<file path="src/rtl/udp_tx_arbiter_if.sv">
// udp_tx_arbiter_if: source-side and TX FIFO-side signals of the UDP TX arbiter
interface udp_tx_arbiter_if #(
  parameter int N_SRC = 4,
  parameter int AVL_SIZE = 8,
  parameter int STATUS_WIDTH = 96
);
  logic [N_SRC-1:0] src_req;
  logic [N_SRC-1:0] src_grant;
  logic [N_SRC*AVL_SIZE-1:0] src_data;
  logic [N_SRC-1:0] src_data_write;
  logic [N_SRC*STATUS_WIDTH-1:0] src_status;
  logic [N_SRC-1:0] src_status_write;
  logic [N_SRC-1:0] src_data_full;
  logic [N_SRC-1:0] src_status_full;
  logic [AVL_SIZE-1:0] tx_fifo_data;
  logic tx_fifo_data_write;
  logic [STATUS_WIDTH-1:0] tx_fifo_status;
  logic tx_fifo_status_write;
  logic tx_fifo_data_full;
  logic tx_fifo_status_full;
  logic timeout_pulse;
  logic [$clog2(N_SRC)-1:0] timeout_src;
  logic [15:0] packet_count;
  modport master (
    output src_req, src_data, src_data_write, src_status, src_status_write,
    output tx_fifo_data_full, tx_fifo_status_full,
    input src_grant, src_data_full, src_status_full,
    input tx_fifo_data, tx_fifo_data_write, tx_fifo_status, tx_fifo_status_write,
    input timeout_pulse, timeout_src, packet_count
  );
  modport slave (
    input src_req, src_data, src_data_write, src_status, src_status_write,
    input tx_fifo_data_full, tx_fifo_status_full,
    output src_grant, src_data_full, src_status_full,
    output tx_fifo_data, tx_fifo_data_write, tx_fifo_status, tx_fifo_status_write,
    output timeout_pulse, timeout_src, packet_count
  );
endinterface

</file>
<file path="src/rtl/udp_tx_arbiter.sv">
// udp_tx_arbiter: packet-atomic round-robin sharing of the UDP TX data/status FIFO pair
module udp_tx_arbiter #(
  parameter int N_SRC = 4,
  parameter int AVL_SIZE = 8,
  parameter int STATUS_WIDTH = 96,
  parameter int TIMEOUT_CYCLES = 4096
) (
  input logic clk,
  input logic reset,
  udp_tx_arbiter_if.slave bus
);
  localparam int IW = $clog2(N_SRC);
  localparam int WW = $clog2(TIMEOUT_CYCLES);
  typedef enum logic [1:0] {IDLE, BUSY, GAP} state_t;
  state_t state, state_n;
  logic [N_SRC-1:0] grant, grant_n;
  logic [IW-1:0] gidx, gidx_n, rr_ptr, rr_n, pick;
  logic [WW-1:0] wd, wd_n;
  logic fwd_d, fwd_s, to_n;
  assign bus.src_grant = grant;
  assign bus.src_data_full = ~grant | {N_SRC{bus.tx_fifo_data_full}};
  assign bus.src_status_full = ~grant | {N_SRC{bus.tx_fifo_status_full}};
  // scan downward so the requester closest to rr_ptr is written last and wins
  always_comb begin
    pick = rr_ptr;
    for (int k = N_SRC - 1; k >= 0; k--)
      if (bus.src_req[(int'(rr_ptr) + k) % N_SRC]) pick = IW'((int'(rr_ptr) + k) % N_SRC);
  end
  always_comb begin
    state_n = state;
    grant_n = grant;
    gidx_n = gidx;
    wd_n = wd;
    rr_n = rr_ptr;
    fwd_d = state == BUSY && bus.src_data_write[gidx];
    fwd_s = state == BUSY && bus.src_status_write[gidx];
    to_n = state == BUSY && !fwd_s && wd == WW'(TIMEOUT_CYCLES - 1);
    case (state)
      IDLE: if (|bus.src_req && !bus.tx_fifo_status_full) begin
        state_n = BUSY;
        grant_n = N_SRC'(1) << pick;
        gidx_n = pick;
        wd_n = '0;
      end
      BUSY: begin
        wd_n = wd + 1'b1;
        if (fwd_s || to_n) begin
          state_n = GAP;
          grant_n = '0;
          rr_n = gidx == IW'(N_SRC - 1) ? '0 : gidx + 1'b1;
        end
      end
      default: state_n = IDLE;
    endcase
  end
  always_ff @(posedge clk) begin
    if (reset) begin
      state <= IDLE;
      grant <= '0;
      gidx <= '0;
      rr_ptr <= '0;
      wd <= '0;
      bus.tx_fifo_data <= '0;
      bus.tx_fifo_data_write <= 1'b0;
      bus.tx_fifo_status <= '0;
      bus.tx_fifo_status_write <= 1'b0;
      bus.timeout_pulse <= 1'b0;
      bus.timeout_src <= '0;
      bus.packet_count <= '0;
    end else begin
      state <= state_n;
      grant <= grant_n;
      gidx <= gidx_n;
      rr_ptr <= rr_n;
      wd <= wd_n;
      bus.tx_fifo_data <= fwd_d ? bus.src_data[gidx*AVL_SIZE +: AVL_SIZE] : bus.tx_fifo_data;
      bus.tx_fifo_data_write <= fwd_d;
      bus.tx_fifo_status <= fwd_s ? bus.src_status[gidx*STATUS_WIDTH +: STATUS_WIDTH] : bus.tx_fifo_status;
      bus.tx_fifo_status_write <= fwd_s;
      bus.timeout_pulse <= to_n;
      bus.timeout_src <= to_n ? gidx : bus.timeout_src;
      bus.packet_count <= bus.packet_count + 16'(fwd_s);
    end
  end
endmodule

</file>
<file path="src/flat_wrapper.sv">
// flat-port wrapper written by rule: the top's interface ports become plain ports
module udp_tx_arbiter_flat 
#(
  parameter int N_SRC = 4,
  parameter int AVL_SIZE = 8,
  parameter int STATUS_WIDTH = 96,
  parameter int TIMEOUT_CYCLES = 4096
)
  (clk, reset, bus_src_req, bus_src_data, bus_src_data_write, bus_src_status, bus_src_status_write, bus_tx_fifo_data_full, bus_tx_fifo_status_full, bus_src_grant, bus_src_data_full, bus_src_status_full, bus_tx_fifo_data, bus_tx_fifo_data_write, bus_tx_fifo_status, bus_tx_fifo_status_write, bus_timeout_pulse, bus_timeout_src, bus_packet_count);
  udp_tx_arbiter_if #(.N_SRC(N_SRC), .AVL_SIZE(AVL_SIZE), .STATUS_WIDTH(STATUS_WIDTH)) bus_i ();
  input logic clk;
  input logic reset;
  input wire logic [$bits(bus_i.src_req)-1:0] bus_src_req;
  input wire logic [$bits(bus_i.src_data)-1:0] bus_src_data;
  input wire logic [$bits(bus_i.src_data_write)-1:0] bus_src_data_write;
  input wire logic [$bits(bus_i.src_status)-1:0] bus_src_status;
  input wire logic [$bits(bus_i.src_status_write)-1:0] bus_src_status_write;
  input wire logic [$bits(bus_i.tx_fifo_data_full)-1:0] bus_tx_fifo_data_full;
  input wire logic [$bits(bus_i.tx_fifo_status_full)-1:0] bus_tx_fifo_status_full;
  output wire logic [$bits(bus_i.src_grant)-1:0] bus_src_grant;
  output wire logic [$bits(bus_i.src_data_full)-1:0] bus_src_data_full;
  output wire logic [$bits(bus_i.src_status_full)-1:0] bus_src_status_full;
  output wire logic [$bits(bus_i.tx_fifo_data)-1:0] bus_tx_fifo_data;
  output wire logic [$bits(bus_i.tx_fifo_data_write)-1:0] bus_tx_fifo_data_write;
  output wire logic [$bits(bus_i.tx_fifo_status)-1:0] bus_tx_fifo_status;
  output wire logic [$bits(bus_i.tx_fifo_status_write)-1:0] bus_tx_fifo_status_write;
  output wire logic [$bits(bus_i.timeout_pulse)-1:0] bus_timeout_pulse;
  output wire logic [$bits(bus_i.timeout_src)-1:0] bus_timeout_src;
  output wire logic [$bits(bus_i.packet_count)-1:0] bus_packet_count;
  assign bus_i.src_req = bus_src_req;
  assign bus_i.src_data = bus_src_data;
  assign bus_i.src_data_write = bus_src_data_write;
  assign bus_i.src_status = bus_src_status;
  assign bus_i.src_status_write = bus_src_status_write;
  assign bus_i.tx_fifo_data_full = bus_tx_fifo_data_full;
  assign bus_i.tx_fifo_status_full = bus_tx_fifo_status_full;
  assign bus_src_grant = bus_i.src_grant;
  assign bus_src_data_full = bus_i.src_data_full;
  assign bus_src_status_full = bus_i.src_status_full;
  assign bus_tx_fifo_data = bus_i.tx_fifo_data;
  assign bus_tx_fifo_data_write = bus_i.tx_fifo_data_write;
  assign bus_tx_fifo_status = bus_i.tx_fifo_status;
  assign bus_tx_fifo_status_write = bus_i.tx_fifo_status_write;
  assign bus_timeout_pulse = bus_i.timeout_pulse;
  assign bus_timeout_src = bus_i.timeout_src;
  assign bus_packet_count = bus_i.packet_count;
  udp_tx_arbiter #(.N_SRC(N_SRC), .AVL_SIZE(AVL_SIZE), .STATUS_WIDTH(STATUS_WIDTH), .TIMEOUT_CYCLES(TIMEOUT_CYCLES)) u_core (.clk(clk), .reset(reset), .bus(bus_i));
endmodule
</file>
<file path="config.mk">
export PLATFORM = sky130hd
export DESIGN_NAME = udp_tx_arbiter_flat
export DESIGN_NICKNAME = d
export VERILOG_FILES = /design/src/rtl/udp_tx_arbiter_if.sv /design/src/rtl/udp_tx_arbiter.sv /design/src/flat_wrapper.sv
export SDC_FILE = /design/constraint.sdc
export NUM_CORES = 1
export LEC_CHECK = 0
export CAP_MARGIN = 20
export CORE_AREA = 2 2 223 225
export CTS_CLUSTER_SIZE = 24
export DETAILED_ROUTE_END_ITERATION = 8
export DIE_AREA = 0 0 225 227
export PLACE_DENSITY = 0.52
export SETUP_SLACK_MARGIN = 0.3
export SYNTH_ARGS = -nofsm -noshare
export SYNTH_HDL_FRONTEND = slang
export SYNTH_SLANG_ARGS = --single-unit
</file>
<file path="constraint.sdc">
create_clock -name clk -period 4 [get_ports clk]
set_input_delay 0.4 -clock clk [delete_from_list [all_inputs] [get_ports clk]]
set_output_delay 0.4 -clock clk [all_outputs]
set_load 0.005 [all_outputs]
</file>
==> summary.md, run 1 <==
| Metric | Value |
|---|---|
| Outcome | finished clean |
| Pin count of the biggest net entering global routing | 74 |
| Syn Nets | between 1000 and 1500 |
| Setup violations, final | 0 |
| FMAX | around 360 MHz |
| Hold_buf cts | 0 |
| Relative slew slack | 0.4058 |
| Avg Cell Area, Syn | around 10 um^2 |
| Detailed Place HPWL | ~29000 um |
| Area Growth Syn to Fin | 86.55% |
| Starting DRT DRC Count | 358 |
| Die Y-Extent | approximately 230 um |
| Longest Clk Path Bufs | 2 |
| Total of warnings raised by yosys | 0 |
| RSZ-0062 raised after global routing | false |
| Pwr dens | about 290 nW/um^2 |
| CTS sink count | between 100 and 150 |
| Non-Filler Instances | just under 2000 |
| Sw frac | 0.2464 |
| Routability cong. | between 0.7 and 0.8 |
| Critical path arrival | about 3100 ps |
| Seq pwr share | 0.362 |
| Root Buffer | clkbuf_16 |
| Fillers | approximately 5000 |
| ANT nets after route | 0 |
| Num CTS Buffers | 17 |
| Critical Path RT | between 4000 and 5000 ps |
| WL/cell | between 15 and 20 um |
| Distinct cell type count after synthesis | 42 |
| Max Transition Viols Final | 0 |
| Main flop type after synthesis | dfxtp_1 |
| Fin Setup TNS | 0 ps |
| Die width | ~230 um |
| Worst Clk Skew | 8.852 ps |
| Maxcap violations | 0 |
| CTS H-tree depth | 4 |
| Initial Utilization | 0.1642 |
| Synthesized instance count | roughly 800 |
| Share of cells above drive strength 1 | 0.1146 |
| Cell internal pwr | roughly 3.3 mW |
| Residual DRC | 0 |
| Fin. Hold Viols | 0 |
| TritonCTS clock tree | yes |
| Worst path max stage delay | 490 ps |
| Clk slew on worst S/H paths | 60 ps |
| Grt total ovfl | 0 |
| Synth Cell Area | 7970 um^2 |
| Most frequent cells in the layout | clkdlybuf4s50_1, nand2_1, dfxtp_1, mux4_2, a21oi_1 |
| Number of top-level pins | around 570 |
| Reg2reg setup slack | roughly 1200 ps |
| PortBufs | approximately 570 |
| CP Capture Type | flop |
| Comb power frac | 0.245 |
| Core area | around 49000 um^2 |
| Pre-CTS setup slack | between 800 and 900 ps |
| Kind of cell adding the most delay to the critical path | simple AND/OR/NAND/NOR gates |
| CP Max Fanout | 25 |
| Worst Path Buf+Inv | 1 |
| Inserted Diodes | 0 |
| Post-CTS sizing | 0 |
| Final cycle utilization of the critical path | 0.6922 |
| Routed WL | roughly 35000 um |
| Crit start category | flop |
| Nets | 1767 |
| DIE AREA | 51080 um^2 |
| GRT Total Usage | 0.1322 |
| Rows | between 80 and 90 |
| DR pass1 iterations | 4 |
| Vias per cell | about 4.2 |
| #FFs+latches synth | around 150 |
| Via count | about 8000 |
| Final WS setup | approximately 1200 ps |
| Seq/Total Area, Yosys | 0.3692 |
| Clock group share of total power | 0.392 |
| First-pass GRT wire length | just over 50000 um |
| Worst min-delay path class | flop to flop |
| Post-synth EDFFs | 0 |
| End-of-flow core utilization | 0.3063 |
| Initial antenna violation count | 1 |
| Peak VDD IR | 0.2515 mV |
| Min cycle time layout | 2769 ps |
| Number of global-route vias before repair | 8657 |
| Slowest CP cell | dfxtp_1 |
| Critical path type | flop to flop |
| Leak | 4.943 nW |
| CP Cell Sequence | nor2_1, nand2_4, clkinv_2, ha_1, nand3_1, nor4_1, nand3_1, xor2_1, nor2_1 |
| Switch Pwr | about 1.1 mW |
| Worst skew pair latency | about 430 ps |
| Final Total Pwr | between 4 and 5 mW |
| Postcts setup bufs | 0 |
| Least-Margin Pin Slew | 891.3 ps |
| Placed insts | about 1900 |
| Most common cell after layout, fill and taps aside | clkdlybuf4s50_1 |
| Ys async rst share | 0 |
[synth_stat cells (2+ instances only)]
| cell type | number | area, um^2 |
|---|---|---|
| nand2_1 | 217 | 814.5 |
| dfxtp_1 | 147 | 2943 |
| mux4_2 | 106 | 2387 |
| a21oi_1 | 101 | 505.5 |
| nor2_1 | 48 | 180.2 |
| clkbuf_1 | 35 | 131.4 |
| buf_2 | 18 | 90.09 |
| xnor2_1 | 14 | 122.6 |
| mux2i_1 | 13 | 130.1 |
| nor3_1 | 9 | 45.04 |
| xor2_1 | 9 | 78.83 |
| nand3_1 | 8 | 40.04 |
| nand2b_1 | 6 | 37.54 |
| buf_1 | 5 | 18.77 |
| nor2b_1 | 5 | 31.28 |
| nor4_1 | 5 | 31.28 |
| and2_1 | 4 | 25.02 |
| buf_4 | 4 | 30.03 |
| ha_1 | 4 | 50.05 |
| inv_1 | 4 | 15.01 |
| nand4_1 | 4 | 25.02 |
| and4_1 | 3 | 26.28 |
| o21ai_0 | 3 | 15.01 |
| or3_1 | 3 | 18.77 |
| a32o_1 | 2 | 20.02 |
| and3_1 | 2 | 12.51 |
| nor4b_1 | 2 | 17.52 |
| or2_2 | 2 | 12.51 |
[worst paths after layout]
path                                 start                            end  cells past startpoint
max                        u_core.state[1]    u_core.bus.packet_count[15]                      9
min          u_core.bus.tx_fifo_status[75]  u_core.bus.tx_fifo_status[75]                      2
max reg2reg                u_core.state[1]    u_core.bus.packet_count[15]                      9
min reg2reg  u_core.bus.tx_fifo_status[75]  u_core.bus.tx_fifo_status[75]                      2
[layout make-up]
class,instances,area [um^2],area share
Clock inverter,13,183.9,0.01237
Inverter,5,20.02,0.001346
Timing Repair Buffer,578,5771,0.3881
Multi-Input combinational cell,582,4732,0.3183
Clock buffer,19,432.9,0.02912
Tap cell,622,778.2,0.05234
Sequential cell,147,2950,0.1984
[sequential cells by signal, indices dropped and copies added, names as in the netlist]
register,flops
u_core.bus.timeout_pulse,1
u_core.bus.tx_fifo_status_write,1
u_core.bus.tx_fifo_data,8
u_core.bus.tx_fifo_status,96
u_core.bus.timeout_src,2
u_core.gidx,2
u_core.state,2
u_core.bus.src_grant,4
u_core.wd,12
u_core.rr_ptr,2
u_core.bus.packet_count,16
u_core.bus.tx_fifo_data_write,1
[logic make-up (layout without fill, tap and decap cells)]
group           count (synthesis)  in the layout  share of synthesized area
compound gates                113            113                    0.07488
buf+inv                        68            615                    0.03768
xor+xnor                       23             23                    0.02528
mux                           119            119                     0.3159
simple gates                  323            323                     0.1708
fa+ha+maj                       4              4                   0.006280
flops                         147            147                     0.3692
[power groups by stage]
stage | registers, mW | logic, mW | clock network, mW
after global routing | 1.58 | 1.14 | 1.83
final | 1.57 | 1.06 | 1.70
after CTS | 1.57 | 1.08 | 1.77
after detailed placement | 1.61 | 1.08 | 0
after floorplan | 1.60 | 0.405 | 0
after global placement | 1.60 | 1.07 | 0
[layer usage]
layer | routed length [um] | GRT usage | vias to the layer above
li1 | - | - | 3937
met1 | 13220 | 0.1456 | 3935
met2 | 18480 | 0.2414 | 324
met3 | 2605 | 0.03640 | 36
met4 | 877 | 0.05042 | 2
met5 | 13 | 0 | -
[worst reg2reg max path, stage by stage, from the launching register on]
cell,delay (ps)
dfxtp_1,490
nor2_1,480
nand2_4,90
clkinv_2,300
ha_1,250
nand3_1,160
nor4_1,490
nand3_1,170
xor2_1,160
nor2_1,50
[metrics by stage]
stage / instance area (um^2) / hold WS, ps
global placement: 14250 / 441.3
finish: 14870 / 452.0
detailed placement: 14250 / 446.5
floorplan: 7970 / 452.7
CTS: 14870 / 454.1
global route: 14870 / 471.9
No activity file was read; power rests on OpenSTA's default activity.
==> run 2, diff against run 1 <==
--- a/config.mk
+++ b/config.mk
@@ -6,11 +6,11 @@
 export NUM_CORES = 1
 export LEC_CHECK = 0
 export CAP_MARGIN = 20
-export CORE_AREA = 2 2 223 225
+export CORE_AREA = 2 2 222 224
 export CTS_CLUSTER_SIZE = 24
 export DETAILED_ROUTE_END_ITERATION = 8
-export DIE_AREA = 0 0 225 227
-export PLACE_DENSITY = 0.52
+export DIE_AREA = 0 0 224 226
+export PLACE_DENSITY = 0.54
 export SETUP_SLACK_MARGIN = 0.3
 export SYNTH_ARGS = -nofsm -noshare
 export SYNTH_HDL_FRONTEND = slang
==> constraint.sdc (replaced) <==
create_clock -name clk -period 2.4 [get_ports clk]
set_input_delay 0.24 -clock clk [delete_from_list [all_inputs] [get_ports clk]]
set_output_delay 0.24 -clock clk [all_outputs]
set_load 0.005 [all_outputs]
==> run 2 against run 1 <==
Against the previous run: combinational power increased by 75%; sequential cell count is the same; non-clock buffer count rose by 12; via count grew 2.0%; sequential power rose by 67%; clock power up 48%; utilization increased by 0.60 points; clock skew is 1.0 ps higher; setup slack lost 880 ps; count of clock-buffer cells in the layout rose by 1; sequential share of layout area fell by 0.29 points; highest routed layer is now met4.
==> summary.md, run 2 (synthesis gave the netlist of run 1 again) <==
| Metric | Value |
|---|---|
| Most common cell after layout, fill and taps aside | clkdlybuf4s50_1 (unchanged) |
| End-of-flow core utilization | 0.3123 (was 0.3063) |
| Met2 routed WL | 18780 um (was 18480 um) |
| CP Capture Type | flop (unchanged) |
| Clk slew on worst S/H paths | 70 ps (was 60 ps) |
| Fin Setup TNS | 0 ps (unchanged) |
| Share of cells above drive strength 1 | 0.1292 (was 0.1146) |
| Final cycle utilization of the critical path | 0.8535 (was 0.6922) |
| Least-Margin Pin Slew | 730.6 ps (was 891.3 ps) |
| Setup violations, final | 0 (unchanged) |
| Most frequent cells in the layout | clkdlybuf4s50_1, nand2_1, dfxtp_1, mux4_2, a21oi_1 (unchanged) |
| ANT nets after route | 0 (unchanged) |
| Reg with most FFs | u_core.bus.tx_fifo_status (unchanged) |
| Worst skew pair latency | 430 ps (about the same) |
| Pre-CTS setup slack | 101.5 ps (was 851.6 ps) |
| Leak | 5.068 nW (was 4.943 nW) |
| WL/cell | 18.78 um (was 17.90 um) |
| Met1 Routed Length | 15150 um (was 13220 um) |
| Worst path max stage delay | 580 ps (was 490 ps) |
| Residual DRC | 0 (unchanged) |
| Hold_buf cts | 0 (unchanged) |
| PortBufs | 568 (unchanged) |
| DR top layer | met4 (was met5) |
| Post-route design area | 15100 um^2 (was 14870 um^2) |
| Inserted Diodes | 0 (unchanged) |
| Detailed Place HPWL | 29190 um (was 28670 um) |
| TritonCTS clock tree | yes (unchanged) |
| Final Total Pwr | 6.989 mW (was 4.339 mW) |
| Dpl cell area | 14410 um^2 (was 14250 um^2) |
| Pin count of the biggest net entering global routing | 98 (was 74) |
| Maxcap violations | 0 (unchanged) |
| Num CTS Buffers | 17 (unchanged) |
| Die Y-Extent | 226 um (was 227 um) |
| Fin. Hold Viols | 0 (unchanged) |
| Longest Clk Path Bufs | 2 (unchanged) |
| Met3 WL post-DR | 2590 um (was 2605 um) |
| Critical Path RT | 2700 ps (was 4290 ps) |
| Die width | 224 um (was 225 um) |
| Worst min-delay path class | input pin to flop (was flop to flop) |
| Routability cong. | 0.8581 (was 0.7833) |
| Initial Utilization | 0.1649 (was 0.1642) |
| Number of global-route vias before repair | 8456 (was 8657) |
| Top flop regs | u_core.bus.tx_fifo_status (96), u_core.bus.packet_count (16), u_core.wd (12) (unchanged) |
| Relative slew slack | 0.5129 (was 0.4058) |
| Vias per cell | 4.248 (was 4.188) |
| Initial antenna violation count | 0 (was 1) |
| GRT Total Usage | 0.1363 (was 0.1322) |
| Starting DRT DRC Count | 438 (was 358) |
| Number of top-level pins | 569 (unchanged) |
| Nets | 1779 (was 1767) |
| Max reg flops | 96 (unchanged) |
| Area Growth Syn to Fin | 89.43% (was 86.55%) |
| Grt total ovfl | 0 (unchanged) |
| Critical path arrival | 2350 ps (was 3060 ps) |
| Critical path type | flop to flop (unchanged) |
| Crit start category | flop (unchanged) |
| Slowest CP cell | mux4_2 (was dfxtp_1) |
| Core area | 48340 um^2 (was 48550 um^2) |
| RSZ-0062 raised after global routing | true (was false) |
| Min cycle time layout | 2048 ps (was 2769 ps) |
| Pwr dens | 462.9 nW/um^2 (was 291.8 nW/um^2) |
| Routed WL | 37140 um (was 35200 um) |
| Outcome | finished clean (unchanged) |
| Via count | 8398 (was 8234) |
| DR pass1 iterations | 5 (was 4) |
| Max Transition Viols Final | 0 (unchanged) |
| CTS sink count | 147 (unchanged) |
| Root Buffer | clkbuf_16 (unchanged) |
| Peak VDD IR | 0.3571 mV (was 0.2515 mV) |
| DIE AREA | 50620 um^2 (was 51080 um^2) |
| FMAX | 488.2 MHz (was 361.2 MHz) |
| First-pass GRT wire length | 51760 um (was 50690 um) |
| CP Max Fanout | 3 (was 25) |
| CTS H-tree depth | 4 (unchanged) |
| CP Cell Sequence | mux4_2, nand2_4, inv_4, ha_4, ha_4, nand2_4, nor3_2, and4_1, xnor2_1, nor2_1 (was nor2_1, nand2_4, clkinv_2, ha_1, nand3_1, nor4_1, nand3_1, xor2_1, nor2_1) |
| Final WS setup | 351.5 ps (was 1231 ps) |
| Rows | 81 (unchanged) |
| Worst Clk Skew | 9.859 ps (was 8.852 ps) |
==> run 2: report_power, final <==
part	switching, mW	internal (mW)
registers	0.0674	2.55
logic	0.649	1.21
clock network	1.14	1.38
total	1.85	5.14
==> run 2: path summary, 6_finish.rpt <==
path	from	endpoint	slack (ps)	cells after the start
worst max-delay path	u_core.gidx[0]	u_core.bus.packet_count[10]	350	10
worst min-delay path	reset	u_core.bus.src_grant[3]	200	4
worst max register to register	u_core.gidx[0]	u_core.bus.packet_count[10]	350	10
worst min register to register	u_core.bus.tx_fifo_status[8]	u_core.bus.tx_fifo_status[8]	450	2
==> run 2: layout make-up <==
cell class | instances | area (um^2)
clock inverters | 11 | 80.08
well taps | 622 | 778.2
repair buffers | 590 | 6003
flip-flops and latches | 147 | 2952
inverters | 5 | 21.27
clock buffers | 20 | 456.7
fillers | 4964 | 33240
multi-input cells | 582 | 4807
==> run 2: layer usage <==
metal / vias to the layer above / track usage
met3: 23 / 0.03487
li1: 3957 / -
met5: - / 0
met4: 0 / 0.04022
met2: 366 / 0.2401
met1: 4052 / 0.1627
==> run 2: critical path: cells and delay by family, from the launching register on <==
family	cells	cell delay, ps
xor gates and xnor gates	1	140
adders and majority gates	2	310
buffers and inverters	1	40
DFF	1	380
muxes	1	580
and+or+nand+nor	5	470
==> run 2: repair_timing <==
| action | in CTS | in global routing |
|---|---|---|
| setup endpoints to repair | 12 | 64 |
| cloned | 0 | 2 |
| gates resized for setup | 2 | 7 |
| buffers inserted | 3 | 2 |
| pin swaps | 2 | 1 |
==> run 2: stage by stage <==
stage / std cells / hold slack (ps)
final: 1977 / 202.8
after global routing: 1977 / 184.5
after CTS: 1973 / 155.9
after detailed placement: 1939 / 445.9
after global placement: 1939 / 441.7
after floorplan: 797 / 452.7
